<file path="config.mk">
export PLATFORM = sky130hd
export DESIGN_NAME = load_store_unit
export DESIGN_NICKNAME = d
export VERILOG_FILES = /design/src/rtl/lsu_pkg.sv /design/src/rtl/lsu_lane_align.sv /design/src/rtl/load_store_unit.sv
export SDC_FILE = /design/constraint.sdc
export NUM_CORES = 1
export LEC_CHECK = 0
export CAP_MARGIN = 20
export CORE_AREA = 2 2 147 77
export CTS_CLUSTER_DIAMETER = 100
export DETAILED_ROUTE_END_ITERATION = 12
export DIE_AREA = 0 0 149 79
export PLACE_DENSITY = 0.85
export SLEW_MARGIN = 0
export SYNTH_ARGS = -nofsm -noshare
export SYNTH_HDL_FRONTEND = slang
export SYNTH_SLANG_ARGS = --single-unit
</file>
<file path="constraint.sdc">
create_clock -name clk -period 1.6 [get_ports clk]
set_clock_uncertainty 0.05 [all_clocks]
set_input_delay 0.24 -clock clk [delete_from_list [all_inputs] [get_ports clk]]
set_output_delay 0.24 -clock clk [all_outputs]
set_load 0.05 [all_outputs]
</file>
<file path="src/rtl/lsu_pkg.sv">
// lsu_pkg: shared types and constants for the load/store unit.
//   lsu_size_t  - request size encoding (byte / half / word / illegal)
//   lsu_state_t - load_store_unit FSM states
//   LANE_MASK_* - byte-lane masks for each access size at offset 0
//   lane_bits() - expands a size/offset pair into a 32-bit lane bit-mask
package lsu_pkg;

  typedef enum logic [1:0] {
    SZ_BYTE = 2'b00,
    SZ_HALF = 2'b01,
    SZ_WORD = 2'b10,
    SZ_ILL  = 2'b11
  } lsu_size_t;

  typedef enum logic [2:0] {
    ST_IDLE  = 3'd0,
    ST_LOAD  = 3'd1,
    ST_READ  = 3'd2,
    ST_WRITE = 3'd3,
    ST_DONE  = 3'd4
  } lsu_state_t;

  localparam logic [3:0] LANE_MASK_BYTE = 4'b0001;
  localparam logic [3:0] LANE_MASK_HALF = 4'b0011;
  localparam logic [3:0] LANE_MASK_WORD = 4'b1111;

  // Bits of the 32-bit word touched by an access of 'size' at byte offset 'off'.
  function automatic logic [31:0] lane_bits(input logic [1:0] size, input logic [1:0] off);
    logic [3:0] m;
    logic [31:0] bits;
    case (size)
      SZ_BYTE: m = LANE_MASK_BYTE;
      SZ_HALF: m = LANE_MASK_HALF;
      default: m = LANE_MASK_WORD;
    endcase
    m = m << off;
    for (int i = 0; i < 4; i++) begin
      bits[8*i +: 8] = {8{m[i]}};
    end
    return bits;
  endfunction

endpackage

</file>
<file path="src/rtl/lsu_lane_align.sv">
// lsu_lane_align: combinational lane steering for sub-word accesses.
// Little-endian: byte k of a word is bits [8k+7:8k].
// Ports:
//   off       in  2   byte offset within the word (addr[1:0])
//   size      in  2   access size (lsu_size_t encoding)
//   is_signed in  1   sign-extend byte/half loads
//   rd_word   in  32  word read from memory (load path)
//   load_data out 32  extracted and extended load result
//   old_word  in  32  word previously read for read-modify-write
//   new_data  in  32  store data; low byte/half used for sub-word stores
//   merged    out 32  old_word with the target lane(s) replaced
module lsu_lane_align
  import lsu_pkg::*;
(
  input  logic [1:0]  off,
  input  logic [1:0]  size,
  input  logic        is_signed,
  input  logic [31:0] rd_word,
  output logic [31:0] load_data,
  input  logic [31:0] old_word,
  input  logic [31:0] new_data,
  output logic [31:0] merged
);

  logic [31:0] shifted;
  logic [31:0] repl;
  logic [31:0] lanes;

  always_comb begin
    shifted = rd_word >> {off, 3'b000};
    case (size)
      SZ_BYTE: load_data = {{24{is_signed & shifted[7]}}, shifted[7:0]};
      SZ_HALF: load_data = {{16{is_signed & shifted[15]}}, shifted[15:0]};
      default: load_data = rd_word;
    endcase
  end

  // Replicating the store data across every lane means the lane mask alone
  // selects where it lands, with no separate shifter.
  always_comb begin
    case (size)
      SZ_BYTE: repl = {4{new_data[7:0]}};
      SZ_HALF: repl = {2{new_data[15:0]}};
      default: repl = new_data;
    endcase
    lanes  = lane_bits(size, off);
    merged = (old_word & ~lanes) | (repl & lanes);
  end

endmodule

</file>
<file path="src/rtl/load_store_unit.sv">
// load_store_unit: converts byte-addressed load/store requests into word
// accesses on a combinational-read, clocked-write data memory.
// Optional feature macro: LSU_SUBWORD_EN (byte/half accesses, read-modify-write).
// Without it only word accesses are legal; byte/half return an error.
// Handshake: a request is accepted on a rising edge with req_valid && req_ready;
// req_* must stay stable until then. req_ready is high only in IDLE. The
// response is a one-cycle resp_valid pulse with no backpressure.
// Ports:
//   clk, rst_n                     clock, async active-low reset
//   req_valid/req_ready            request handshake
//   req_we, req_size, req_signed   store flag, size, load sign-extension
//   req_addr, req_wdata            byte address, store data
//   resp_valid, resp_rdata, resp_err  completion pulse, load data, error flag
//   mem_we, mem_addr, mem_wd       data memory write enable, word index, write data
//   mem_rd                         data memory combinational read data
module load_store_unit
  import lsu_pkg::*;
#(
  parameter int MEM_WORDS = 128
) (
  input  logic        clk,
  input  logic        rst_n,
  input  logic        req_valid,
  output logic        req_ready,
  input  logic        req_we,
  input  logic [1:0]  req_size,
  input  logic        req_signed,
  input  logic [31:0] req_addr,
  input  logic [31:0] req_wdata,
  output logic        resp_valid,
  output logic [31:0] resp_rdata,
  output logic        resp_err,
  output logic        mem_we,
  output logic [31:0] mem_addr,
  output logic [31:0] mem_wd,
  input  logic [31:0] mem_rd
);

  lsu_state_t  state_q, state_d;
  logic        we_q;
  logic [31:0] addr_q;
  logic [31:0] wdata_q;
  logic [31:0] rdata_q;
  logic        err_q;
  logic        accept;
  logic        req_err;
  logic [31:0] load_data;
  logic [31:0] store_word;

`ifdef LSU_SUBWORD_EN
  logic [1:0]  size_q;
  logic        signed_q;
  logic [31:0] merge_q;
  logic [31:0] merged;

  lsu_lane_align u_align (
    .off       (addr_q[1:0]),
    .size      (size_q),
    .is_signed (signed_q),
    .rd_word   (mem_rd),
    .load_data (load_data),
    .old_word  (merge_q),
    .new_data  (wdata_q),
    .merged    (merged)
  );

  assign store_word = (size_q == SZ_WORD) ? wdata_q : merged;
`else
  assign load_data  = mem_rd;
  assign store_word = wdata_q;
`endif

  assign accept   = req_valid && req_ready;
  assign mem_addr = {2'b00, addr_q[31:2]};

  // Checks run on the request fields at the accept edge; the handshake keeps
  // them stable, so they equal the latched copy and the error path can reach
  // DONE one cycle after acceptance.
  always_comb begin
    req_err = 1'b0;
    if (req_size == SZ_ILL) begin
      req_err = 1'b1;
`ifndef LSU_SUBWORD_EN
    end else if (req_size != SZ_WORD) begin
      req_err = 1'b1;
`endif
    end else if ((req_size == SZ_HALF && req_addr[0]) ||
                 (req_size == SZ_WORD && req_addr[1:0] != 2'b00)) begin
      req_err = 1'b1;
    end else if ({2'b00, req_addr[31:2]} >= 32'(MEM_WORDS)) begin
      req_err = 1'b1;
    end
  end

  // State register
  always_ff @(posedge clk or negedge rst_n) begin
    if (!rst_n) state_q <= ST_IDLE;
    else        state_q <= state_d;
  end

  // Next-state logic
  always_comb begin
    state_d = state_q;
    case (state_q)
      ST_IDLE: begin
        if (accept) begin
          if (req_err)                 state_d = ST_DONE;
          else if (!req_we)            state_d = ST_LOAD;
          else if (req_size == SZ_WORD) state_d = ST_WRITE;
`ifdef LSU_SUBWORD_EN
          else                         state_d = ST_READ;
`else
          else                         state_d = ST_DONE;
`endif
        end
      end
      ST_LOAD:  state_d = ST_DONE;
`ifdef LSU_SUBWORD_EN
      ST_READ:  state_d = ST_WRITE;
`endif
      ST_WRITE: state_d = ST_DONE;
      ST_DONE:  state_d = ST_IDLE;
      default:  state_d = ST_IDLE;
    endcase
  end

  // Output logic
  always_comb begin
    req_ready  = (state_q == ST_IDLE);
    resp_valid = (state_q == ST_DONE);
    mem_we     = (state_q == ST_WRITE);
    mem_wd     = (state_q == ST_WRITE) ? store_word : 32'h0;
  end

  assign resp_rdata = rdata_q;
  assign resp_err   = err_q;

  // Request latch and result registers. Results are written only on the
  // transition into DONE so they hold until the next response.
  always_ff @(posedge clk or negedge rst_n) begin
    if (!rst_n) begin
      we_q    <= 1'b0;
      addr_q  <= 32'h0;
      wdata_q <= 32'h0;
      rdata_q <= 32'h0;
      err_q   <= 1'b0;
    end else begin
      if (accept) begin
        we_q    <= req_we;
        addr_q  <= req_addr;
        wdata_q <= req_wdata;
      end
      case (state_q)
        ST_IDLE: begin
          if (accept && req_err) begin
            rdata_q <= 32'h0;
            err_q   <= 1'b1;
          end
        end
        ST_LOAD: begin
          rdata_q <= we_q ? 32'h0 : load_data;
          err_q   <= 1'b0;
        end
        ST_WRITE: begin
          rdata_q <= 32'h0;
          err_q   <= 1'b0;
        end
        default: ;
      endcase
    end
  end

`ifdef LSU_SUBWORD_EN
  always_ff @(posedge clk or negedge rst_n) begin
    if (!rst_n) begin
      size_q   <= SZ_WORD;
      signed_q <= 1'b0;
      merge_q  <= 32'h0;
    end else begin
      if (accept) begin
        size_q   <= req_size;
        signed_q <= req_signed;
      end
      if (state_q == ST_READ) merge_q <= mem_rd;
    end
  end
`endif

endmodule

</file>
### Yosys cells after proc, flatten, opt, wreduce, memory -nomap -nowiden

Index checks and enable logic that the tools add are counted.

| word-level totals | value |
|---|---|
| bits in registers | 101 |
| bits of input ports | 103 |
| logic and storage cells | 43 |

| cells by class | value |
|---|---|
| $lt $le $gt $ge | 1 |
| equal/unequal tests | 9 |
| muxes and demuxes | 15 |
| reductions and logical operators | 12 |

Operators with widths:

| operator | count |
|---|---|
| 32-bit two-way mux | 3 |
| 32-bit one-hot mux with 3 select lines | 1 |
| 30-bit by 8-bit >= comparator with 1-bit output (second input constant) | 1 |
| 3-bit two-way mux | 4 |
| 3-bit one-hot mux with 2 select lines | 1 |
| 1-bit two-way mux | 5 |
| 2-bit equality test (second input constant) | 2 |
| 1-bit logical AND | 4 |
| 2-bit by 1-bit != test with 1-bit output (second input constant) | 2 |
| 2-bit AND reduction | 2 |
| 2-bit nonzero test | 2 |
| 3-bit by 1-bit equality test with 1-bit output (second input constant) | 1 |
| 3-bit by 2-bit equality test with 1-bit output (second input constant) | 1 |
| 3-bit equality test (second input constant) | 1 |
| 3-bit logical NOT | 1 |
| 3-bit nonzero test | 1 |
| 2-bit by 1-bit equality test with 1-bit output (second input constant) | 1 |
| 2-bit != test (second input constant) | 1 |
| 1-bit one-hot mux with 2 select lines | 1 |
| 2-bit OR reduction | 1 |
| 1-bit logical OR | 1 |

### Longest topological paths before layout

| depth | value |
|---|---|
| word-level depth | 9 |
| depth in mapped cells | 6 |
| mapped depth without buffers | 4 |

### Worst setup path after synthesis

No wires, ideal clock.

| timing path | value |
|---|---|
| path type | register to output |
| start | register state_q[1] |
| end | output resp_valid |
| arrival | 1773 ps |
| required time | 1310 ps |
| setup slack | -463 ps |
| cell stages (with the launch flop) | 3 |
| path through | dfrtp_1 -> clkbuf_1 -> nor3b_1 |

| between the ends | value |
|---|---|
| cells in the longest elaborated chain, start to end | 1 |

Ends and longest elaborated chain:

| item | line | source |
|---|---|---|
| start: declaration | load_store_unit.sv:39 | `lsu_state_t state_q, state_d;` |
| start signal: assignment | load_store_unit.sv:98 | `else state_q <= state_d;` |
| 3-bit equality test | load_store_unit.sv:130 | `resp_valid = (state_q == ST_DONE);` |
| end: declaration | load_store_unit.sv:30 | `output logic resp_valid,` |

Every way passes these cells.

### Worst setup path after layout

| timing path | value |
|---|---|
| start | register state_q[2] |
| end | output mem_wd[3] |

| between the ends | value |
|---|---|
| cells in the longest elaborated chain, start to end | 2 |

Ends and longest elaborated chain:

| item | line | source |
|---|---|---|
| 3-bit by 2-bit equality test with 1-bit output | load_store_unit.sv:132 | `mem_wd = (state_q == ST_WRITE) ? store_word : 32'h0;` |
| 32-bit two-way mux | load_store_unit.sv:132 |  |
| end: declaration | load_store_unit.sv:35 | `output logic [31:0] mem_wd,` |

Every way passes these cells.

==> results list <==
* Result of the run: finished with violations
- The final reports fail on setup timing.
* Leakage power figure: 0.00355 µW
* Routed metal-1 wire length: 5.61 mm
- At the placement stage, the worst setup path has a slack of -0.491 ns.
- Worst-path clk slew: 0.07 ns
* Worst Setup Path Type: flip-flop to output pin
- After synthesis, the cell types taking the most area are dfrtp_1 (60%), nand2_1 (23%), and3_1 (4.9%).
- Prevailing post-synth register cell: dfrtp_1
- Synth area leader: dfrtp_1
- The routed design could run at a clock period as short as 1.84 ns.
- Crit path max-delay cell type: dfrtp_2
- Initial core utilization: 0.387
* Post-route setup slack: -0.237 ns
- STA classifies the critical path endpoint as an output pin.
- Detailed routing placed a total of 5.93 mm of wire on met2.
- In the final routed layout, each cell accounts on average for 15.4 µm.
- Detailed-placement wirelength estimate: 9.31 mm
- Required time of the worst setup path: 1.31 ns
* TritonCTS clock tree: done
* Cell variety after synth: 25
* Number of clock buffers inserted by TritonCTS: 9
- In this run, synthesis inferred 0 flip-flops with an integrated enable.
* Most repeated cell in the gate-level netlist after synthesis: nand2_1
* Sequential area share after synthesis: 0.604
* Most numerous cell types in the synthesized netlist: nand2_1 (254), dfrtp_1 (99), and3_1 (32)
* WL met3: 1.11 mm
- Placement Rows: 27
- Of the total power, combinational logic draws 0.209.
- Total Routed Length: 12.8 mm
- The signal on the critical path passes through nor2b_4, clkbuf_16, and3_2, buf_12.
* Total power of the final layout: 6060 µW
* Initial antenna violation count: 1
- Number of H-tree levels: 3
- Setup violations remaining at the end of the flow were counted as 34.
- Max cap viols: 0
* Full die area: 11800 µm²
* Layout cells sized above 1: 0.292
- Internal power comes to 4280 µW.
- The via count of the first global-routing pass is 4033.
- For this design the ratio of total power to cell area is 853 nW/µm².
- Final RePlAce weighted congestion: 0.832
- Synth Area per Inst: 8.67 µm²
* Top Family by Delay on Critical Path: flip-flops
- In the routed layout, each cell is associated on average with a via count of 4.82.
- Of all flip-flops after synthesis, the portion carrying an async set or reset was 1.00.
- For this design the total switching power over the nets is 1780 µW.
- CP startpoint kind: flip-flop
* Final worst-path cycle share: 1.15
- Area of the placeable core: 10600 µm²
- Of the total power, the clock network draws 0.324.
- Number of slew-limit violations in the final report: 0
* Largest driver fanout on the critical path: 16
- Compared with the post-synthesis result, the final layout area differs by 73.5%.
* Critical path data arrival time: 1.55 ns
* Final Core Density: 0.671
* Remaining routing DRC violations: 0
- Timing would allow up to 544 MHz.
- Routed signal wires occupy layers up through met5.
- The Yosys step of the flow raised 0 warnings.
- In this run the count of I/O pins placed on the die edge is 203.
* Post-Syn Instances: 473
- The repair_antennas step left the layout with diodes totalling 0.
* Buffers & Inverters on Critical Path: 2
- Die outline width: 149 µm
- Netlist area before placement: 4100 µm²
- At the later pin of the worst-skew pair, clock insertion delay measures 0.33 ns.
- At the end of the flow, the number of nets in the layout was 784.
- Register share of total power: 0.467
- The die is 79 µm tall.
- For this run, the total global-route usage over all layers was measured as 0.220.
* Total overflow reported by the global router: 0
- The share of synthesized area in the top cell type comes to 0.604.
- The first detailed-routing pass took 4 iterations.
- Flip-flop and latch count after synthesis: 99
* Antenna viol nets, final: 0
- Clock Tree Buf Depth: 2
- Number of DRC markers after the initial detailed-route iteration: 211
- Setup repair after global routing could not meet its margin everywhere.
- VDD sags by at most 0.000655 V.
- Sinks on Clock Net: 99
- The min-delay analysis places its worst path in the category input pin to flip-flop.
* Maximum number of pins on one net before global-route repair: 35
- Of the total power, the share spent switching nets is 0.294.
- Detailed routing inserted a total of 4004 vias.
- In this run the tool buffered the top-level ports with 199 buffer cells.
- CP max stage delay: 0.45 ns
- The first global-routing pass estimated 20.3 mm of wire.
- Count of endpoints failing hold in the final timing report: 0
- Clock tree synthesis selected as its root buffer the cell clkbuf_16.
[metal layers]
layer	vias up	track usage
met1	1920	0.286
li1	1904	-
met5	-	0
met2	164	0.360
met4	2	0.0524
met3	14	0.0730
[worst min-delay path, cell delays in order]
cell and delay, ns:
clkbuf_2 0.10, nand2_1 0.05, nand2_1 0.05
[power groups by stage]
| stage | Clock, µW | Sequential (µW) | Combinational (µW) |
|---|---|---|---|
| finish | 1960 | 2830 | 1270 |
| floorplan | 0 | 3200 | 314 |
| CTS | 2030 | 2830 | 1270 |
| global placement | 0 | 2860 | 1220 |
| global route | 2120 | 2860 | 1360 |
| detailed placement | 0 | 2870 | 1250 |
[what timing repair did]
item                                    in CTS  in global routing
pin swaps                                    8                 11
buffers inserted                             5                  1
cloned                                       2                  1
resized for setup                           31                 29
hold buffers                                 1                  0
hold endpoints to repair                    16                  0
endpoints found under the setup margin      65                 84
[stage by stage]
stage                     hold WS, ns  TNS [ns]  cell area, µm²  cells
after floorplan                -0.106     -8.98            4220    474
after global placement         0.0836    -12.79            6600    805
after detailed placement       0.0904    -15.59            6600    805
after CTS                       0.197     -7.36            7020    829
after global routing           0.0853     -9.51            7110    831
final                          0.0985     -7.14            7110    831
[state kept, by name (all words and copies together) (netlist names)]
register,cells
store_word,32
we_q,1
resp_err,1
addr_q,30
resp_rdata,32
state_q,3
[cells in the final DEF, fill, tap and decap left out, types with 2 or more instances in the layout]
cell type	instances
nor3_4	2
clkdlybuf4s50_1	80
clkinv_4	2
conb_1	2
clkbuf_2	3
dlymetal6s2s_1	7
buf_6	5
o21a_4	2
buf_4	78
buf_12	41
dfrtp_1	98
clkbuf_16	10
clkbuf_1	2
o21ai_1	25
dlygate4sd2_1	9
o21ai_2	6
and3_4	3
nor4_2	4
and3_2	28
nand2_1	253
[cell families after synthesis]
kind of cell,synth area share
buffers and inverters,0.0354
AND/OR/NAND/NOR,0.315
other,0.000915
AO/OA/AOI/OAI,0.0446
flip-flops,0.604
[path summary, 6_finish.rpt]
path	from	to	slack, ns	cells after the start
setup reg to reg	state_q[0]$_DFFE_PN0P_	resp_rdata[7]$_DFFE_PN0P_	0.07	6
max in group asynchronous	rst_n	state_q[2]$_DFFE_PN0P_	0.70	3
setup / recovery	state_q[2]$_DFFE_PN0P_	mem_wd[3]	-0.24	4
min in group asynchronous	rst_n	resp_rdata[9]$_DFFE_PN0P_	0.28	2
hold reg to reg	store_word[7]$_DFFE_PN0P_	store_word[7]$_DFFE_PN0P_	0.42	2
hold / removal	req_addr[29]	addr_q[29]$_DFFE_PN0P_	0.1	3
[cell type report]
class / instances / area [µm²]
clock buffer: 11 / 233
clock inverter: 5 / 38.8
fill: 854 / 3490
multi-input combinational: 344 / 1660
sequential: 99 / 2480
tap: 145 / 181
timing repair buffer: 227 / 2520
No activity file was read; power rests on OpenSTA's default activity.
